**config.mk**
```make
export PLATFORM = sky130hd
export DESIGN_NAME = p2s_flat
export DESIGN_NICKNAME = d
export VERILOG_FILES = /design/src/rtl/p2s_if.sv /design/src/rtl/p2s.sv /design/src/flat_wrapper.sv
export SDC_FILE = /design/constraint.sdc
export NUM_CORES = 1
export LEC_CHECK = 0
export ABC_AREA = 1
export BUFFER_PORTS_ARGS = -buffer_cell sky130_fd_sc_hd__buf_2
export CORE_UTILIZATION = 54
export DETAILED_ROUTE_END_ITERATION = 6
export PLACE_DENSITY = 0.77
export SYNTH_ARGS = -nofsm -noshare
export SYNTH_HDL_FRONTEND = slang
export SYNTH_SLANG_ARGS = --single-unit
```
**constraint.sdc**
```tcl
create_clock -name tclk -period 2.05 [get_ports tclk]
set_input_delay 0.41 -clock tclk [delete_from_list [all_inputs] [get_ports tclk]]
set_output_delay 0.41 -clock tclk [all_outputs]
set_load 0.02 [all_outputs]
```
**src/rtl/p2s_if.sv**
```systemverilog
// Bundles the p2s framer's control, stack and line signals.
// The master side drives the frame request and the stack data; the slave side is the framer.
interface p2s_if;
  logic        start;
  logic [15:0] frameLen;
  logic [7:0]  codeWord;
  logic        wordValid;
  logic        hold;
  logic        wordRead;
  logic        serOut;
  logic        busy;
  logic        done;
  logic        underrun;

  modport master (
    output start, frameLen, codeWord, wordValid, hold,
    input  wordRead, serOut, busy, done, underrun
  );

  modport slave (
    input  start, frameLen, codeWord, wordValid, hold,
    output wordRead, serOut, busy, done, underrun
  );
endinterface

```
**src/rtl/p2s.sv**
```systemverilog
// Parallel-to-serial framer: begin flag, 16-bit length header, payload bytes and end flag,
// one bit per tclk, MSB first.
//
// state  | meaning
// IDLE   | line at 0, waiting for start
// FLAG_B | shifting the begin flag
// HDR    | shifting the 16-bit length, high byte first
// DATA   | shifting payload bytes
// FLAG_E | shifting the end flag, done pulses on exit
module p2s #(
  parameter logic [7:0] FLAG = 8'h1B
) (
  input  logic tclk,
  input  logic rst,
  p2s_if.slave bus
);

  typedef enum logic [2:0] {
    IDLE   = 3'd0,
    FLAG_B = 3'd1,
    HDR    = 3'd2,
    DATA   = 3'd3,
    FLAG_E = 3'd4
  } state_t;

  state_t      state_q, state_d;
  logic [7:0]  shreg_q, shreg_d;
  logic        ser_q, ser_d;
  logic [2:0]  bit_cnt_q, bit_cnt_d;
  logic [15:0] byte_cnt_q, byte_cnt_d;
  logic [15:0] len_q, len_d;
  logic        underrun_q, underrun_d;
  logic        done_q, done_d;

  logic        word_read;
  logic        last_bit;
  logic        load_en;
  logic        shift_en;
  logic        fetch;
  logic [7:0]  load_byte;

  always_ff @(posedge tclk) begin
    if (rst) begin
      state_q    <= IDLE;
      shreg_q    <= 8'h00;
      ser_q      <= 1'b0;
      bit_cnt_q  <= 3'd0;
      byte_cnt_q <= 16'd0;
      len_q      <= 16'd0;
      underrun_q <= 1'b0;
      done_q     <= 1'b0;
    end else begin
      state_q    <= state_d;
      shreg_q    <= shreg_d;
      ser_q      <= ser_d;
      bit_cnt_q  <= bit_cnt_d;
      byte_cnt_q <= byte_cnt_d;
      len_q      <= len_d;
      underrun_q <= underrun_d;
      done_q     <= done_d;
    end
  end

  always_comb begin
    state_d    = state_q;
    shreg_d    = shreg_q;
    ser_d      = ser_q;
    bit_cnt_d  = bit_cnt_q;
    byte_cnt_d = byte_cnt_q;
    len_d      = len_q;
    underrun_d = underrun_q;
    done_d     = 1'b0;
    word_read  = 1'b0;
    load_en    = 1'b0;
    shift_en   = 1'b0;
    fetch      = 1'b0;
    load_byte  = 8'h00;
    last_bit   = (bit_cnt_q == 3'd7);

    unique case (state_q)
      IDLE: begin
        // hold in the same cycle as start drops the request entirely
        if (bus.start && !bus.hold) begin
          len_d      = bus.frameLen;
          underrun_d = 1'b0;
          byte_cnt_d = 16'd0;
          load_byte  = FLAG;
          load_en    = 1'b1;
          state_d    = FLAG_B;
        end
      end
      FLAG_B: begin
        if (!bus.hold) begin
          if (last_bit) begin
            load_byte  = len_q[15:8];
            load_en    = 1'b1;
            byte_cnt_d = 16'd0;
            state_d    = HDR;
          end else begin
            shift_en = 1'b1;
          end
        end
      end
      HDR: begin
        if (!bus.hold) begin
          if (last_bit) begin
            load_en = 1'b1;
            if (byte_cnt_q == 16'd0) begin
              load_byte  = len_q[7:0];
              byte_cnt_d = 16'd1;
            end else if (len_q != 16'd0) begin
              fetch      = 1'b1;
              byte_cnt_d = 16'd0;
              state_d    = DATA;
            end else begin
              load_byte  = FLAG;
              byte_cnt_d = 16'd0;
              state_d    = FLAG_E;
            end
          end else begin
            shift_en = 1'b1;
          end
        end
      end
      DATA: begin
        if (!bus.hold) begin
          if (last_bit) begin
            load_en = 1'b1;
            if (byte_cnt_q == len_q - 16'd1) begin
              load_byte  = FLAG;
              byte_cnt_d = 16'd0;
              state_d    = FLAG_E;
            end else begin
              fetch      = 1'b1;
              byte_cnt_d = byte_cnt_q + 16'd1;
            end
          end else begin
            shift_en = 1'b1;
          end
        end
      end
      FLAG_E: begin
        if (!bus.hold) begin
          if (last_bit) begin
            ser_d     = 1'b0;
            shreg_d   = 8'h00;
            bit_cnt_d = 3'd0;
            done_d    = 1'b1;
            state_d   = IDLE;
          end else begin
            shift_en = 1'b1;
          end
        end
      end
      default: state_d = IDLE;
    endcase

    // an empty stack still advances the byte count so the frame length on the line is preserved
    if (fetch) begin
      if (bus.wordValid) begin
        word_read = 1'b1;
        load_byte = bus.codeWord;
      end else begin
        underrun_d = 1'b1;
      end
    end

    if (load_en) begin
      ser_d     = load_byte[7];
      shreg_d   = {load_byte[6:0], 1'b0};
      bit_cnt_d = 3'd0;
    end else if (shift_en) begin
      ser_d     = shreg_q[7];
      shreg_d   = {shreg_q[6:0], 1'b0};
      bit_cnt_d = bit_cnt_q + 3'd1;
    end
  end

  assign bus.serOut   = ser_q;
  assign bus.busy     = (state_q != IDLE);
  assign bus.done     = done_q;
  assign bus.wordRead = word_read;
  assign bus.underrun = underrun_q;

endmodule

```
**src/flat_wrapper.sv**
```systemverilog
// flat-port wrapper written by rule: the top's interface ports become plain ports
module p2s_flat 
#(
  parameter logic [7:0] FLAG = 8'h1B
)
  (tclk, rst, bus_start, bus_frameLen, bus_codeWord, bus_wordValid, bus_hold, bus_wordRead, bus_serOut, bus_busy, bus_done, bus_underrun);
  p2s_if bus_i ();
  input  logic tclk;
  input  logic rst;
  input wire logic [$bits(bus_i.start)-1:0] bus_start;
  input wire logic [$bits(bus_i.frameLen)-1:0] bus_frameLen;
  input wire logic [$bits(bus_i.codeWord)-1:0] bus_codeWord;
  input wire logic [$bits(bus_i.wordValid)-1:0] bus_wordValid;
  input wire logic [$bits(bus_i.hold)-1:0] bus_hold;
  output wire logic [$bits(bus_i.wordRead)-1:0] bus_wordRead;
  output wire logic [$bits(bus_i.serOut)-1:0] bus_serOut;
  output wire logic [$bits(bus_i.busy)-1:0] bus_busy;
  output wire logic [$bits(bus_i.done)-1:0] bus_done;
  output wire logic [$bits(bus_i.underrun)-1:0] bus_underrun;
  assign bus_i.start = bus_start;
  assign bus_i.frameLen = bus_frameLen;
  assign bus_i.codeWord = bus_codeWord;
  assign bus_i.wordValid = bus_wordValid;
  assign bus_i.hold = bus_hold;
  assign bus_wordRead = bus_i.wordRead;
  assign bus_serOut = bus_i.serOut;
  assign bus_busy = bus_i.busy;
  assign bus_done = bus_i.done;
  assign bus_underrun = bus_i.underrun;
  p2s #(.FLAG(FLAG)) u_core (.tclk(tclk), .rst(rst), .bus(bus_i));
endmodule
```
# == Yosys cells after proc, flatten, opt, wreduce, memory -nomap -nowiden ==
# Index checks and enable logic that the tools add are counted.
# classes
n_addsub,3
mux,69
bitwise_logic,1
reduce_logical,20
n_eq_ne,19
# ops
operator,n
16-bit 2-to-1 mux,8
8-bit 2-to-1 mux,14
16-bit one-hot mux with 4 select lines,1
3-bit 2-to-1 mux,14
8-bit one-hot mux with 4 select lines,1
1-bit 2-to-1 mux,25
"16-bit by 1-bit adder with 16-bit output, second input constant",1
16-bit equality test,1
16-bit logical NOT,1
16-bit nonzero test,1
"16-bit by 1-bit subtractor with 16-bit output, second input constant",1
5-bit 2-to-1 mux,3
3-bit one-hot mux with 5 select lines,1
"2-bit by 1-bit != test with 1-bit output, second input constant",7
11-bit AND reduction,1
"2-bit != test, second input constant",5
3-bit nonzero test,3
8-bit AND reduction,1
"3-bit by 2-bit equality test with 1-bit output, second input constant",2
"3-bit equality test, second input constant",2
3-bit AND reduction,2
1-bit one-hot mux with 2 select lines,2
2-bit nonzero test,2
4-bit nonzero test,1
11 further kinds,12
# word_totals
output_inout_bits,5
word_cells,120
in_bits,29
reg_bits,48

# == Longest topological paths before layout ==
# logic_depth
word_depth,9
mapped_depth,19
ltp_nobuf,19

# == Least setup slack after synthesis ==
# No wires, ideal clock.
# synth_timing
path_type,register to output
start,register u_core.len_q[0]
end,output bus_wordRead
arrival_time_ps,2059
path_stages_with_launch,15
path_buffers,0
path_slack_ps,-419
t_required_ps,1640
cell_sequence,dfxtp_1 -> inv_1 -> ha_1 -> nand2_1 -> nor2_1 -> nand2_1 -> o21ai_2 -> nand3_1 -> nand2_2 -> nor2_4 -> nand3_2 -> nand2_4 -> a21oi_4 -> inv_1 -> nor2_1
# synth_via
elab_chain_cells,7
elab_cells_between_ends,12
classes_between,1 x add/sub; 1 x eq/ne; 9 x mux; 1 x reduce/logical
# synth_lines
item,line_no,text
from (decl),p2s.sv:31,"logic [15:0] len_q, len_d;"
from (signal assigned),p2s.sv:58,len_q <= len_d;
16-bit by 1-bit subtractor with 16-bit output / 16-bit nonzero test (equally long branches),"p2s.sv:129, p2s.sv:111",
16-bit equality test / 1-bit 2-to-1 mux (equally long branches),"p2s.sv:129, p2s.sv:111",
"1-bit 2-to-1 mux, on equally long branches","p2s.sv:129, p2s.sv:108",
"1-bit 2-to-1 mux, on equally long branches","p2s.sv:127, p2s.sv:106",
"1-bit 2-to-1 mux, on equally long branches","p2s.sv:126, p2s.sv:105",
1-bit one-hot mux with 2 select lines *,p2s.sv:80,unique case (state_q)
1-bit 2-to-1 mux *,p2s.sv:159,if (fetch) begin
to (decl),flat_wrapper.sv:15,output wire logic [$bits(bus_i.wordRead)-1:0] bus_wordRead;
# Every way passes the cells marked *; elsewhere a longest branch is shown, timed or not.

# == Worst setup path in the final report ==
# Same ends and word-level chain as after synthesis.

==> summary.txt <==
Drt
  • Vias: 3872
  • Avg WL per Cell: 13.9 um
  • DRT antenna net count: 0
  • 1st-iter DRT viols: 253
  • DR DRC count: 0
  • DRT Pass-1 Iters: 5
  • DR vias/cell: 5.36
  • Drt total wl: 10000 um

Clock network
  • Clk sinks: 48
  • CTS Buf Count: 5
  • CTS Buffer Depth: 2
  • H-tree Lvls: 2
  • Clock-pin slew on the worst setup and hold paths: 90 ps
  • TritonCTS clock tree: built
  • Clock Latency Late Sink: 310 ps
  • Post-CTS Hold Buffers: 0
  • CTS Root Cell: clkbuf_8

Synthesis
  • Synth Cell Area: 0.00338 sq mm
  • Synth Instances: 544
  • Yosys Warn Count: 0
  • Largest family of logic cells by synthesized area: simple AND/OR/NAND/NOR gates
  • Area leader, netlist: dfxtp_1
  • Mux cell area share after synthesis: 0%
  • Syn Nets: 578
  • Share of the synthesized area in the top cell type: 28.4%
  • Top post-synthesis cells by area: dfxtp_1 (28%), nand2_1 (16%), inv_1 (9.7%), nand3_1 (7.3%), a21oi_1 (5.5%)
  • Adder-cell share of the synthesized area: 1.85%
  • Yosys cell types: 34
  • Syn avg cell area: 6.21 sq um
  • Synth Area in Compound Gates: 13.9%
  • #FFs+latches synth: 48
  • Seq/Total Area, Yosys: 28.4%
  • Synth Area in XOR/XNOR: 4.41%
  • Simple-gate share of the synthesized area: 40.1%

Hold path
  • Hold Path Class: primary input to flop
  • Worst Min Path Start: bus_frameLen[12]
  • Worst hold stages: 3
  • Hold worst-path end: u_core.len_q[12]

Final layout
  • Design area: 0.00451 sq mm
  • Layout cells sized above 1: 31.2%
  • Diodes inserted: 0
  • Fillers: 478
  • Area grow syn2layout: 33.6%
  • Final Non-Filler Cells: 723
  • Fin nets: 681

Floorplan
  • Chip width: 81.1 um
  • Initial Utilization: 56.4%
  • Core area: 0.00599 sq mm
  • Die height: 81.1 um
  • Total die area: 0.00658 sq mm
  • Std cell rows: 28
  • Ports: 34

Worst setup path
  • CP Max Fanout: 2
  • Critical path class: flop to output port
  • CP peak stage delay: 360 ps
  • CP required: 1640 ps
  • Register-to-Register Path Depth: 20
  • Worst path buffer plus inverter count: 4
  • Crit path max-delay cell type: dfxtp_2
  • Worst EP arrival: 2120 ps
  • Crit. End Element: output port
  • Reg2reg end: u_core.byte_cnt_q[8]
  • R2R Setup Slk: -280 ps
  • CP delay by family, top: simple AND/OR/NAND/NOR gates
  • Worst-path cell chain: inv_4 -> ha_4 -> nand2_2 -> inv_2 -> nor2_1 -> nand2_1 -> nor2_1 -> nand2_1 -> nor2_2 -> nand3_2 -> nor2_4 -> nand3_2 -> nand2_4 -> a21oi_4 -> inv_2 -> nor2_4 -> buf_6
  • Reg2Reg Launch Point: u_core.len_q[0]
  • CP startpoint kind: flop

Flow run
  • # Max-Cap Violations: 0

STA
  • Setup Skew: 5.73 ps
  • Fin crit share: 123%
  • Worst slew pin tran: 652 ps
  • Setup violators final: 28
  • Final hold viol count: 0
  • Fin. max-slew vios: 0
  • Post-route minimum period: 2530 ps
  • Fmax: 395 MHz
  • Final WS setup: -480 ps
  • Worst slew margin relative to its limit: 56.2%
  • RSZ-0062 raised after global routing: true

Global routing
  • Gr ovfl total: 0
  • Total Routing Usage GR: 30.7%
  • Largest net degree at the start of global routing: 20
  • Vias in the first global route: 3374
  • First-pass GRT wire length: 15300 um
  • Initial antenna violation count: 0

Place
  • Post-DP Area: 0.00413 sq mm
  • Dpl hpwl: 7560 um
  • Placer congestion estimate: 0.934
  • Dpl ws: -220 ps
  • Post-Place Cells: 706
  • PortBufs: 33

Pwr
  • Pwr per Cell Area: 918 mW/mm^2
  • Peak VDD IR: 646 uV
  • P_leak: 2.17 nW

Outcome
  • Failing checks: negative setup slack
  • Status: finished with violations
synth_stat cells:
cell and count:
nand3b_1 2, o21ai_4 1, nor4_2 2, a211oi_2 1, nand3_1 49, nor2_8 1, nand3_2 2, nor3_1 9
nand4_1 8, nand2_1 140, o21ai_1 1, ha_1 5, nor2_4 5, xor2_1 10, inv_2 2, nand2_4 2
xnor2_1 7, nor2_1 48, buf_1 1, a21oi_1 37, nand2_2 5, inv_1 87, nor3b_2 1, inv_4 1
o21ai_0 30, a31oi_1 5, o21ai_2 3, nor3_2 2, a21oi_4 1, clkinv_1 2, clkbuf_1 8, nor2_2 14
o22ai_1 4, dfxtp_1 48
worst min-delay path: stages:
cell and delay, ps:
buf_2 70, o21ai_0 70, nor2_1 70
placed cells by master (no fill, tap or decap), types with 6 or more instances in the layout:
master / instances
a21oi_1: 33
buf_2: 32
buf_4: 66
dfxtp_1: 43
inv_1: 82
inv_2: 7
nand2_1: 131
nand2_2: 12
nand3_1: 42
nand3_2: 8
nand4_1: 8
nor2_1: 41
nor2_2: 15
nor2_4: 11
nor3_1: 8
o21ai_0: 27
o21ai_2: 6
xnor2_1: 7
xor2_1: 10
sequential cells by signal (all words and copies together) (netlist names):
name,count
u_core.state_q,3
u_core.byte_cnt_q,16
u_core.bus.serOut,1
u_core.bus.done,1
u_core.bus.underrun,1
u_core.bit_cnt_q,3
u_core.shreg_q,7
u_core.len_q,16
per-stage QoR:
step | total power (W) | hold WS, ps | setup TNS (ps) | utilization, %
2_1_floorplan | 0.00255 | 428 | -159 | -
3_3_place_gp | 0.00314 | 447 | -2090 | 69.0
3_5_place_dp | 0.00319 | 465 | -2580 | 69.0
4_1_cts | 0.00394 | 350 | -3750 | 71.9
5_1_grt | 0.00442 | 382 | -7750 | 75.3
6_report | 0.00414 | 344 | -4100 | 75.3
per-layer routing:
metal	share of wire [%]	vias up	GRT usage, %
li1	-	1929	-
met4	2.7	0	10.4
met3	6.8	21	4.72
met1	43	1771	41.0
met2	48	151	50.3
met5	0	-	0
worst max-delay path by stage:
stage                    startpoint            to  slack (ps)  depth (start not counted)
floorplan           u_core.len_q[0]  bus_wordRead        -160                         14
global placement    u_core.len_q[1]  bus_wordRead        -200                         17
detailed placement  u_core.len_q[1]  bus_wordRead        -220                         15
CTS                 u_core.len_q[1]  bus_wordRead        -520                         17
global route        u_core.len_q[0]  bus_wordRead        -600                         17
finish              u_core.len_q[0]  bus_wordRead        -480                         17
cell type report:
cell class / count / area [sq um] / share of cell area, %
clock buffer: 5 / 68.8 / 1.53
tap: 75 / 93.8 / 2.08
clock inverter: 3 / 42.5 / 0.943
timing repair buffer: 105 / 759 / 16.8
multi-input combinational: 395 / 2230 / 49.4
inverter: 92 / 350 / 7.76
sequential: 48 / 967 / 21.4
cells by family after synthesis:
| group | count (synthesis) |
|---|---|
| and+or+nand+nor | 290 |
| buffers and inverters | 101 |
| AOI/OAI and AO/OA | 83 |
| DFF | 48 |
| xor gates and xnor gates | 17 |
| adders and majority gates | 5 |
timing repair:
item,in CTS,in global routing
endpoints found under the setup margin,26,29
gates resized for setup,10,43
pin swaps,7,15
cloned,1,0
setup buffers,2,8
where the power goes:
part	switching, W	internal, W
sequential	0.000134	0.00107
combinational	0.00133	0.000898
clock	0.000349	0.000362
Power figures use the tool's default switching activity.
